--- config.mk ---
export PLATFORM = sky130hd
export DESIGN_NAME = round_controller
export DESIGN_NICKNAME = d
export VERILOG_FILES = /design/src/rtl/round_controller.sv
export SDC_FILE = /design/constraint.sdc
export NUM_CORES = 1
export LEC_CHECK = 0
export BUFFER_PORTS_ARGS = -buffer_cell sky130_fd_sc_hd__buf_2
export CORE_AREA = 8 8 84 86
export CTS_BUF_LIST = sky130_fd_sc_hd__clkbuf_16
export CTS_CLUSTER_SIZE = 28
export DETAILED_ROUTE_END_ITERATION = 10
export DIE_AREA = 0 0 92 94
export PLACE_DENSITY = 0.65
export SLEW_MARGIN = 5
export SYNTH_ARGS = -nofsm -noshare
export SYNTH_HDL_FRONTEND = slang
export SYNTH_SLANG_ARGS = --single-unit
--- constraint.sdc ---
create_clock -name clk -period 6.8 [get_ports clk]
set_clock_uncertainty 0.2 [all_clocks]
set_input_delay 1.36 -clock clk [delete_from_list [all_inputs] [get_ports clk]]
set_output_delay 1.36 -clock clk [all_outputs]
set_load 0.1 [all_outputs]
--- src/rtl/round_controller.sv ---
// Game-round sequencer: loads the lives counter, paces gap/target windows,
// scores hits, issues miss pulses on timeout and parks when lives run out.
module round_controller #(
    parameter int GAP_CYCLES     = 25_000_000,
    parameter int TIMEOUT_CYCLES = 100_000_000,
    parameter int MISS_HOLD      = 2,
    parameter int SCORE_W        = 8
) (
    input  logic               clk,
    input  logic               rst,
    input  logic               start,
    input  logic [3:0]         lives_cfg,
    input  logic               hit,
    input  logic [3:0]         lives,
    input  logic               game_over,
    output logic               lives_set,
    output logic [3:0]         lives_inp,
    output logic               lives_rst,
    output logic               miss_out,
    output logic               target_on,
    output logic [SCORE_W-1:0] score,
    output logic [2:0]         state_dbg
);

    localparam int MAX_GT  = (GAP_CYCLES > TIMEOUT_CYCLES) ? GAP_CYCLES : TIMEOUT_CYCLES;
    localparam int MAX_CYC = (MAX_GT > MISS_HOLD) ? MAX_GT : MISS_HOLD;
    localparam int TMR_W   = $clog2(MAX_CYC);

    localparam logic [TMR_W-1:0] GAP_LAST  = TMR_W'(GAP_CYCLES - 1);
    localparam logic [TMR_W-1:0] TMO_LAST  = TMR_W'(TIMEOUT_CYCLES - 1);
    localparam logic [TMR_W-1:0] MISS_LAST = TMR_W'(MISS_HOLD - 1);

    typedef enum logic [2:0] {
        IDLE  = 3'd0,
        LOAD  = 3'd1,
        GAP   = 3'd2,
        ARM   = 3'd3,
        MISS  = 3'd4,
        CHECK = 3'd5,
        OVER  = 3'd6
    } state_t;

    state_t           state;
    logic [TMR_W-1:0] timer;
    logic             start_q;
    logic             hit_q;
    logic             start_rise;
    logic             hit_rise;

    function automatic logic [SCORE_W-1:0] sat_inc(input logic [SCORE_W-1:0] s);
        return (&s) ? s : s + 1'b1;
    endfunction

    // A zero life count would end the game before it starts, so it loads as one.
    function automatic logic [3:0] lives_load(input logic [3:0] cfg);
        return (cfg == 4'd0) ? 4'd1 : cfg;
    endfunction

    assign start_rise = start & ~start_q;
    assign hit_rise   = hit & ~hit_q;
    assign state_dbg  = state;

    always_ff @(posedge clk) begin
        if (rst) begin
            state     <= IDLE;
            timer     <= '0;
            start_q   <= 1'b1;
            hit_q     <= 1'b1;
            lives_set <= 1'b0;
            lives_inp <= 4'd0;
            lives_rst <= 1'b1;
            miss_out  <= 1'b0;
            target_on <= 1'b0;
            score     <= '0;
        end else begin
            start_q   <= start;
            hit_q     <= hit;
            lives_set <= 1'b0;
            case (state)
                IDLE, OVER: begin
                    if (start_rise) begin
                        state     <= LOAD;
                        lives_set <= 1'b1;
                        lives_inp <= lives_load(lives_cfg);
                        lives_rst <= 1'b0;
                        score     <= '0;
                    end
                end
                LOAD: begin
                    state <= GAP;
                    timer <= '0;
                end
                GAP: begin
                    if (timer == GAP_LAST) begin
                        state     <= ARM;
                        target_on <= 1'b1;
                        timer     <= '0;
                    end else begin
                        timer <= timer + 1'b1;
                    end
                end
                ARM: begin
                    // A hit on the final window cycle still beats the timeout.
                    if (hit_rise) begin
                        score     <= sat_inc(score);
                        state     <= GAP;
                        target_on <= 1'b0;
                        timer     <= '0;
                    end else if (timer == TMO_LAST) begin
                        state     <= MISS;
                        target_on <= 1'b0;
                        miss_out  <= 1'b1;
                        timer     <= '0;
                    end else begin
                        timer <= timer + 1'b1;
                    end
                end
                MISS: begin
                    if (timer == MISS_LAST) begin
                        state    <= CHECK;
                        miss_out <= 1'b0;
                        timer    <= '0;
                    end else begin
                        timer <= timer + 1'b1;
                    end
                end
                CHECK: begin
                    timer <= '0;
                    if (lives == 4'd0 || game_over) begin
                        state <= OVER;
                    end else begin
                        state <= GAP;
                    end
                end
                default: begin
                    state     <= IDLE;
                    lives_rst <= 1'b1;
                    miss_out  <= 1'b0;
                    target_on <= 1'b0;
                    timer     <= '0;
                end
            endcase
        end
    end

endmodule

# [Yosys cells after proc, flatten, opt, wreduce, memory -nomap -nowiden]
# Cells that the tools add are included.
# Widths: inputs -> output; s select.
[word_totals] ff_bits=48 input_bits=13 output_inout_bits=19 word_cells=82
[op_classes] n_addsub=2 eq_ne=17 mux=28 bitwise=8 n_reduce_logical=17
[ops] operator="$mux 27" n=4
[ops] operator="$pmux 27 s4" n=1
[ops] operator="$add 27x1->27 const B" n=1
[ops] operator="$eq 27x1->1 const B" n=1
[ops] operator="$eq 27x25->1 const B" n=1
[ops] operator="$eq 27x27->1 const B" n=1
[ops] operator="$mux 8" n=3
[ops] operator="$mux 3" n=6
[ops] operator="$pmux 3 s6" n=1
[ops] operator="$pmux 8 s2" n=1
[ops] operator="$reduce_or 5->1" n=3
[ops] operator="$ne 2x2->1 const B" n=7
[ops] operator="$reduce_and 4->1" n=3
[ops] operator="$eq 3x3->1 const B" n=3
[ops] operator="$add 8x1->8 const B" n=1
[ops] operator="$logic_not 4->1" n=2
[ops] operator="$mux 1" n=8
[ops] operator="$reduce_and 8->1" n=1
[ops] operator="$eq 3x2->1 const B" n=2
[ops] operator="$not 1->1" n=6
[ops] operator="$pmux 1 s3" n=2
[ops] operator="$mux 4" n=1
[ops] operator="$reduce_and 2->1" n=2
[ops] operator="$reduce_or 2->1" n=2
[ops] operator="other kinds (8)" n=9

# [Longest topological paths before layout]
[logic_depth] word_depth=4 mapped_depth=9 depth_no_buf=8

# [Least setup slack after synthesis]
# OpenSTA, ideal clock, no wires.
[synth_path] path_kind="reg-to-reg" startpoint="reg state[2], in the netlist state_dbg[2]" endpoint="reg score[4]" setup_time_ps=67 arrival_time_ps=2599 t_required_ps=6533 path_slack_ps=3934 path_stages_with_launch=8 n_path_buf=1 period_less_slack_ps=2866 cell_sequence="dfxtp_1 -> clkbuf_8 -> xor2_1 -> or3b_1 -> a221oi_1 -> nand2_1 -> xor2_1 -> nor2_1"
[synth_between] elab_chain_cells=4 word_cells_on_any_way=10 classes_between="eq/ne: 5; mux: 1; reduce/logical: 4"
[synth_rtl] element="start, declared" line_no="43" text="state_t state;"
[synth_rtl] element="start signal, assigned" line_no="65" text="state <= IDLE;"
[synth_rtl] element="start signal, assigned" line_no="82" text="state <= LOAD;"
[synth_rtl] element="start signal, assigned" line_no="90" text="state <= GAP;"
[synth_rtl] element="$eq 3x3->1 or $logic_not 3->1 (tied branches)" line_no="79" text="case (state)"
[synth_rtl] element="$reduce_or 2->1" line_no="79"
[synth_rtl] element="$ne 2x2->1 (no line) or $reduce_bool 2->1 (tied branches)"
[synth_rtl] element="$reduce_and 4->1 (no line)"
[synth_rtl] element="end signal, assigned" line_no="105" text="score <= sat_inc(score);"
[synth_rtl] element="end, declared" line_no="21" text="output logic [SCORE_W-1:0] score,"
# Several ways; a longest one is shown, not always the timed one.
# A chain may end at the register's enable or synchronous reset.

# [Worst setup path in the final report]
[layout_path] startpoint="in start" endpoint="reg score[4]"
[layout_between] elab_chain_cells=3
[layout_rtl] element="start, declared" line_no="11" text="input logic start,"
[layout_rtl] element="$and 1x1->1" line_no="59" text="assign start_rise = start & ~start_q;"
[layout_rtl] element="$ne 2x2->1 (no line)"
[layout_rtl] element="$reduce_and 4->1 (no line)"
# Every way passes these cells.

==> flow_summary.json <==
{
  "seqPwrFrac": 0.355,
  "row_count": 28,
  "required_ns": 6.77,
  "cp_max_fo": 12,
  "synthDistinctLibCells": 54,
  "ys_ff_latch": 48,
  "cts.sinks": 48,
  "cp-end-kind": "flip-flop",
  "synth_top_area_frac": 0.381,
  "dr.pass1.iters": 4,
  "muxShareOfSynthArea": 0.0159,
  "async_reset_ff_frac": 0,
  "cts-resized-gates": 0,
  "antenna-diode-count": 0,
  "cts_made_buffers": 5,
  "max_stage_delay_ns": 0.55,
  "maxCapViolCount": 0,
  "clk_path_buf_depth": 2,
  "path_cells": "buf_2, and2b_2, or3b_1, a221oi_1, nand2_1, xor2_1, nor2_1",
  "grt_max_degree": 21,
  "die_w_um": 92,
  "antenna_found_initial": 0,
  "status": "finished, final reports clean",
  "report.final.slew_viol_count": 0,
  "synth_xor_area_frac": 0.0972,
  "p_switching_uw": 337,
  "dp_slack_ns": 3.54,
  "path_class": "in -> reg",
  "yosys.area.top_type": "dfxtp_1",
  "dp_hpwl_um": 3990,
  "dp_cells": 379,
  "setup_ws_ns": 3.84,
  "rsz0062_at_grt": "no",
  "place_congestion": 0.806,
  "worstPathArrival_ns": 2.94,
  "start_util": 0.439,
  "hp-class": "reg -> reg",
  "synthFlopType": "dfxtp_1",
  "drc": 0,
  "yosys_warnings": 0,
  "tightest_slew_ns": 0.587,
  "ios": 32,
  "drive_gt1_frac": 0.240,
  "path_clk_slew_ns": 0.07,
  "viasPerCell": 5.38,
  "pwr-share-clk": 0.316,
  "rrSetupSlack_ns": 4.03,
  "synth-seq-area-share": 0.381,
  "swShare": 0.382,
  "grt_pass1_wl_um": 9120,
  "post_cts_buffers": 0,
  "coreArea_um2": 5750,
  "final_cells": 387,
  "slew_headroom": 0.607,
  "synthCells": 281,
  "root_buffer": "clkbuf_16",
  "clock.fmax_mhz": 337,
  "startpoint_type": "primary input",
  "dieArea_um2": 8650,
  "detail-route-antenna-nets": 0,
  "synth_nets": 297,
  "synth-edff-count": 0,
  "final_nets": 327,
  "p_total_uw": 882,
  "track_usage": 0.128,
  "p_leak_uw": 0.00108,
  "grt_pass1_vias": 1941,
  "finalCritPeriodShare": 0.436,
  "cts_hold_buf": 0,
  "hold_slack_ns": 0.292,
  "vdd_drop_max_v": 0.000223,
  "avgRoutedWirePerCell_um": 13.9,
  "synth-compound-area-share": 0.123,
  "tns_ns": 0,
  "finalHoldViolations": 0,
  "io_buffers": 31,
  "setup_viol": 0,
  "clk_latency_ns": 0.29,
  "post_synth_and_or_nand_nor_area_fraction": 0.320,
  "layout_min_cycle_time_ns": 2.96,
  "gr-total-overflow": 0,
  "yosys-top-cells-area": "dfxtp_1 38%, xor2_1 6.6%, nor2_2 5.0%",
  "syn_area_per_cell_um2": 8.98,
  "synthAdderAreaFrac": 0.0149,
  "drt_iter0_drc": 132,
  "synth_top_family_by_area": "simple AND/OR/NAND/NOR gates",
  "syn_area_um2": 2520,
  "die_h_um": 94,
  "p_comb_frac": 0.329,
  "powerDensity_nw_per_um2": 309,
  "dr_total_vias": 2082,
  "cpMaxStageDelayCell": "or3b_1",
  "area_growth_pct": 13.1,
  "htreeDepth": 2,
  "p_int_uw": 545,
  "routed_wirelength_um": 5400,
  "cts_tree": "yes"
}
## path summary, 6_finish.rpt
check	start	endpoint	depth (start not counted)
max reg2reg	timer[24]	timer[14]	7
min reg2reg	lives_rst	lives_rst	2
max	start	score[4]	7
min	lives_rst	lives_rst	2
## cell usage after synthesis (2+ instances only)
cell and n:
dfxtp_1 48, nor2_1 27, nand2_1 21, nor2_2 20
xor2_1 19, nand3_1 14, a21oi_1 13, nor3_1 12
nand4_1 10, xnor2_1 9, nor4_1 8, inv_1 6
nor2b_1 5, and3_1 4, clkbuf_8 4, mux2i_1 4
buf_6 3, clkbuf_1 3, ha_1 3, o21ai_0 3
a21oi_2 2, and2_1 2, and2b_2 2, and4_1 2
nor3b_1 2, o2111ai_1 2, o211a_1 2, o211ai_1 2
o21bai_1 2, or2_2 2, or3_1 2
## through the flow
stage               utilization  cell area (um2)
floorplan                     -             2520
global placement          0.468             2690
detailed placement        0.468             2690
CTS                       0.497             2850
global route              0.497             2850
finish                    0.497             2850
## registers in the layout, indices dropped and copies added (netlist names)
signal and flops:
state_dbg 3, start_q 1, timer 27, lives_rst 1, lives_set 1, miss_out 1
lives_inp 4, score 8, target_on 1, hit_q 1
## layout make-up
type | instances | area (um2)
fillers | 565 | 2890
multi-input cells | 217 | 1440
flip-flops and latches | 48 | 961
repair buffers | 33 | 170
clock buffers | 5 | 125
well taps | 75 | 93.8
clock inverters | 3 | 42.5
inverters | 6 | 22.5
## placed cells by master, fill, tap and decap left out, types with 2 or more instances in the layout
master,netlist,layout
xor2_1,19,19
and4_1,2,2
or3_1,2,2
dfxtp_1,48,48
clkbuf_16,0,5
and3_1,4,4
nor2_1,27,27
and2_1,2,2
buf_4,0,2
ha_1,3,3
mux2i_1,4,4
nand2_1,21,21
or2_2,2,2
nor4_1,8,8
buf_2,0,31
xnor2_1,9,9
inv_1,6,6
o211a_1,2,2
nor3_1,12,12
o211ai_1,2,2
nor2b_1,5,5
o21bai_1,2,2
o21ai_0,3,3
nand3_1,14,14
o2111ai_1,2,2
nor3b_1,2,2
and2b_2,2,2
nand4_1,10,10
a21oi_2,2,2
nor2_2,20,20
a21oi_1,13,13
## logic make-up (layout without fill, tap and decap cells)
kind of cell,count (synthesis),after routing
AND/OR/NAND/NOR,143,143
flip-flops,48,48
AO/OA/AOI/OAI,39,39
XOR/XNOR,28,28
buffers and inverters,16,47
multiplexers,4,4
adder cells (fa/ha/maj),3,3
## critical path: cells and delay by family
kind / cells / cell delay, ns
xor+xnor: 1 / 0.14
simple gates: 4 / 0.87
compound gates: 1 / 0.47
buf+inv: 1 / 0.09
## metal layers
metal  vias up  global-route usage  share of wire
li1       1056                   -              -
met1       979               0.157           0.47
met2        38               0.206           0.47
met3         9              0.0344          0.041
met4         0              0.0550          0.018
met5         -                   0              0
## power by group through the flow
stage,clock (uW),sequential (uW),combinational (uW)
detailed placement,0,319,290
floorplan,0,392,186
finish,279,313,290
global placement,0,319,291
global route,299,315,313
CTS,288,313,293
Note: power is estimated with default switching activity, not from simulation.
